===== config.mk =====
export PLATFORM = sky130hd
export DESIGN_NAME = fsm_burst_scheduler
export DESIGN_NICKNAME = d
export VERILOG_FILES = /design/src/rtl/fsm_burst_scheduler.sv
export SDC_FILE = /design/constraint.sdc
export NUM_CORES = 1
export LEC_CHECK = 0
export BUFFER_PORTS_ARGS = -buffer_cell sky130_fd_sc_hd__buf_2
export CAP_MARGIN = 20
export CORE_MARGIN = 4
export CORE_UTILIZATION = 40
export DETAILED_ROUTE_END_ITERATION = 10
export PLACE_DENSITY_LB_ADDON = 0.25
export SLEW_MARGIN = 20
export SYNTH_ARGS = -nofsm -noshare
export SYNTH_HDL_FRONTEND = slang
export SYNTH_SLANG_ARGS = --single-unit

===== constraint.sdc =====
create_clock -name clk -period 2 [get_ports clk]
set_clock_uncertainty 0.15 [all_clocks]
set_input_delay 0.4 -clock clk [delete_from_list [all_inputs] [get_ports clk]]
set_output_delay 0.4 -clock clk [all_outputs]
set_load 0.05 [all_outputs]

===== src/rtl/fsm_burst_scheduler.sv =====
// fsm_burst_scheduler: round-robin arbiter that gives each requester a clear/run/capture burst on one shared FSM
module fsm_burst_scheduler #(
   parameter int N = 4,
   parameter int LW = 4,
   parameter int ZW = 4,
   localparam int IW = $clog2(N)
) (
   input  logic            clk,
   input  logic            reset,
   input  logic [N-1:0]    req,
   input  logic [N-1:0]    req_w,
   input  logic [N*LW-1:0] req_len,
   output logic [N-1:0]    gnt,
   output logic            busy,
   output logic            fsm_reset,
   output logic            fsm_w,
   input  logic [ZW-1:0]   fsm_z,
   output logic            done,
   output logic [IW-1:0]   done_id,
   output logic [ZW-1:0]   result
);
   typedef enum logic [1:0] {IDLE, CLEAR, RUN, CAPTURE} state_t;
   state_t        state;
   logic [IW-1:0] ptr, id, pick;
   logic [LW-1:0] cnt;
   // scanning downward lets the lowest offset from ptr win
   always_comb begin
      pick = ptr;
      for (int k = N - 1; k >= 0; k--)
         if (req[(int'(ptr) + k) % N]) pick = IW'((int'(ptr) + k) % N);
   end
   assign busy      = state != IDLE;
   assign fsm_reset = reset | (state == CLEAR);
   assign fsm_w     = (state == RUN) & req_w[id];
   always_ff @(posedge clk or posedge reset) begin
      if (reset) begin
         state   <= IDLE;
         ptr     <= '0;
         id      <= '0;
         cnt     <= '0;
         gnt     <= '0;
         done    <= 1'b0;
         done_id <= '0;
         result  <= '0;
      end else begin
         done <= 1'b0;
         case (state)
            IDLE: if (|req) begin
               id    <= pick;
               cnt   <= req_len[int'(pick)*LW +: LW];
               gnt   <= N'(1) << pick;
               state <= CLEAR;
            end
            CLEAR: state <= (cnt != '0) ? RUN : CAPTURE;
            RUN: begin
               cnt <= cnt - 1'b1;
               if (cnt == LW'(1)) state <= CAPTURE;
            end
            CAPTURE: begin
               result  <= fsm_z;
               done_id <= id;
               done    <= 1'b1;
               gnt     <= '0;
               ptr     <= (id == IW'(N - 1)) ? '0 : id + 1'b1;
               state   <= IDLE;
            end
            default: state <= IDLE;
         endcase
      end
   end
endmodule


==> impl_metrics.json <==
{
  "place.gp.congestion": 0.964,
  "syn_area_per_cell_um2": 9.76,
  "antenna_left": 0,
  "cts_tree": "done",
  "viasPerCell": 5.17,
  "wirelength_um": 3950,
  "holdCritStartpoint": "fsm_z[2]",
  "rr_endpoint": "cnt[2]$_DFFE_PP0P_",
  "grt_setup_unrepaired": "yes",
  "worst_pin_slew_ns": 0.498,
  "cap_violations": 0,
  "period_share_pct": 103,
  "syn_area_um2": 1450,
  "regArea_um2": 528,
  "crit_chain": "mux4_2, and2_4, buf_6",
  "violations": "negative setup slack",
  "p_per_area_nw_per_um2": 1590,
  "cp-start-kind": "register",
  "dpl.cell_count": 257,
  "wl_per_cell_um": 14.6,
  "power.total_w": 0.00328,
  "die_x_um": 68.3,
  "grt_max_degree": 22,
  "ys_ff_latch": 21,
  "p_leak_nw": 0.997,
  "hp-class": "primary input to register",
  "synth-edff-count": 0,
  "portBuffers": 43,
  "cpPeakStageDelay_ns": 0.50,
  "hold_end": "result[2]$_DFFE_PP0P_",
  "crit_path_top_delay_cell": "mux4_2",
  "postLayoutCoreUtil_pct": 60.4,
  "syn-instance-count": 149,
  "grt_overflow": 0,
  "final_common_cell": "buf_2",
  "io_pins": 44,
  "cp-end-kind": "output pin",
  "cts_buffers": 3,
  "outcome": "complete, but fails checks",
  "hold_violations": 0,
  "rr_startpoint": "ptr[1]$_DFFE_PP0P_",
  "nFillCells": 301,
  "holdWs_ns": 0.162,
  "reg2reg_slack_ns": 0.01,
  "insertion_delay_ns": 0.31,
  "ys_warn_count": 0,
  "crit_buf_inv": 1,
  "dp_slack_ns": -0.156,
  "yosysUniqueCellTypes": 41,
  "root_buffer": "clkbuf_4",
  "place_hpwl_um": 3050,
  "multi_input_area_um2": 852,
  "ys_async_sr_fraction_pct": 100,
  "clock-sinks": 21,
  "arrival_ns": 1.51,
  "grtUsageTotal_pct": 17.8,
  "worstSetupPathType": "register to output pin",
  "clk_pin_slew_ns": 0.13,
  "first_iter_violations": 44,
  "yosysSeqAreaShare_pct": 36.1,
  "setup_viol": 1,
  "ir_drop_uv": 822,
  "fin_cells": 270,
  "fin_ws_ns": -0.0616,
  "critical-path-top-delay-family": "multiplexers",
  "max-slew-margin-rel_pct": 66.8,
  "drc": 0,
  "fmax_mhz": 485,
  "synth_ff_type": "dfrtp_1",
  "diodes": 0,
  "crit_path_max_fanout": 2,
  "antenna_found_initial": 0,
  "clock_path_buffers": 2,
  "grt_pass1_wl_um": 6290,
  "initial_core_util_pct": 42.6,
  "finalMaxSlewViolations": 0,
  "areaGrowthSynthToFinish_pct": 41.8,
  "rows": 21,
  "fin_nets": 264,
  "fin_crit_ns": 2.06,
  "final_layout_size_suffix_gt1_share_pct": 51.8,
  "dieArea_um2": 4660,
  "synth_nets": 188,
  "final_cell_mix": "buf_2, buf_4, dfrtp_1",
  "via_count": 1395,
  "die_h_um": 68.3,
  "core_area_um2": 3420,
  "reg2reg_depth": 6,
  "startpoint": "id[0]$_DFFE_PP0P_",
  "dr.pass1.iters": 4,
  "grt_pass1_vias": 1468,
  "hold_depth": 2,
  "htreeDepth": 1,
  "critPathRequiredTime_ns": 1.45
}
[how the worst max path moves through the flow]
stage / end / slack (ns) / depth (start not counted)
global route: fsm_w / -0.15 / 3
finish: fsm_w / -0.06 / 3
detailed placement: cnt[0]$_DFFE_PP0P_ / -0.16 / 8
floorplan: cnt[2]$_DFFE_PP0P_ / -0.05 / 7
global placement: cnt[2]$_DFFE_PP0P_ / -0.10 / 8
CTS: fsm_w / -0.09 / 3
[synth_stat cells, drive strengths merged, types with 2 or more instances]
library cell	n	area, um^2
nand2	14	52.6
nand3	3	15.0
and2	2	12.5
buf	8	60.1
mux2	10	120
dfrtp	21	526
o21ai	13	65.1
a31oi	2	12.5
mux4	2	45.0
or3	2	12.5
a221oi	3	38.8
a22oi	3	22.5
a21oi	10	61.3
inv	12	47.6
nand2b	2	12.5
o22ai	4	31.3
mux2i	4	40.0
nor2b	2	12.5
nor2	10	45.0
ha	9	113
[report_power, final]
group / internal [W] / total (W) / leakage, nW / switching (W)
clock: 0.0000747 / 0.000216 / 0.0177 / 0.000142
sequential: 0.000635 / 0.000801 / 0.252 / 0.000166
combinational: 0.00101 / 0.00226 / 0.727 / 0.00125
[per-stage QoR]
step | cell area, um^2 | TNS [ns]
4_1_cts | 1990 | -0.0912
2_1_floorplan | 1490 | -0.0855
6_report | 2060 | -0.0616
5_1_grt | 2060 | -0.302
3_3_place_gp | 1910 | -0.340
3_5_place_dp | 1910 | -0.516
[routing by layer]
metal / global-route usage, % / vias to the layer above / wire [um]
met5: 0 / - / 0
li1: - / 681 / -
met2: 33.2 / 37 / 2110
met3: 3.94 / 12 / 182
met4: 6.20 / 0 / 85
met1: 19.7 / 665 / 1570
[registers in the layout (all words and copies together) (netlist names)]
name     count
cnt          4
done         1
done_id      2
gnt          4
id           2
ptr          2
result       4
state        2
[cell families (layout without fill, tap and decap cells)]
| family | after synthesis | after routing | synth area share [%] |
|---|---|---|---|
| buffers and inverters | 21 | 96 | 7.66 |
| flip-flops | 21 | 21 | 36.1 |
| adder cells (fa/ha/maj) | 9 | 9 | 7.75 |
| multiplexers | 16 | 16 | 14.1 |
| AO/OA/AOI/OAI | 42 | 42 | 20.2 |
| AND/OR/NAND/NOR | 40 | 40 | 14.1 |
[timing repair]
| item | CTS | global route |
|---|---|---|
| setup endpoints to repair | 5 | 7 |
| buffers inserted | 1 | 7 |
| pin swaps | 1 | 5 |
| hold buffers | 1 | 0 |
| hold endpoints to repair | 21 | 0 |
| resized for setup | 10 | 7 |
[cell type report]
class	count	share of cell area (%)
Multi-Input combinational cell	107	41.3
Sequential cell	21	25.6
Clock buffer	3	1.09
Inverter	12	2.49
Tap cell	46	2.79
Timing Repair Buffer	80	26.5
Clock inverter	1	0.243
Power figures use the tool's default switching activity.
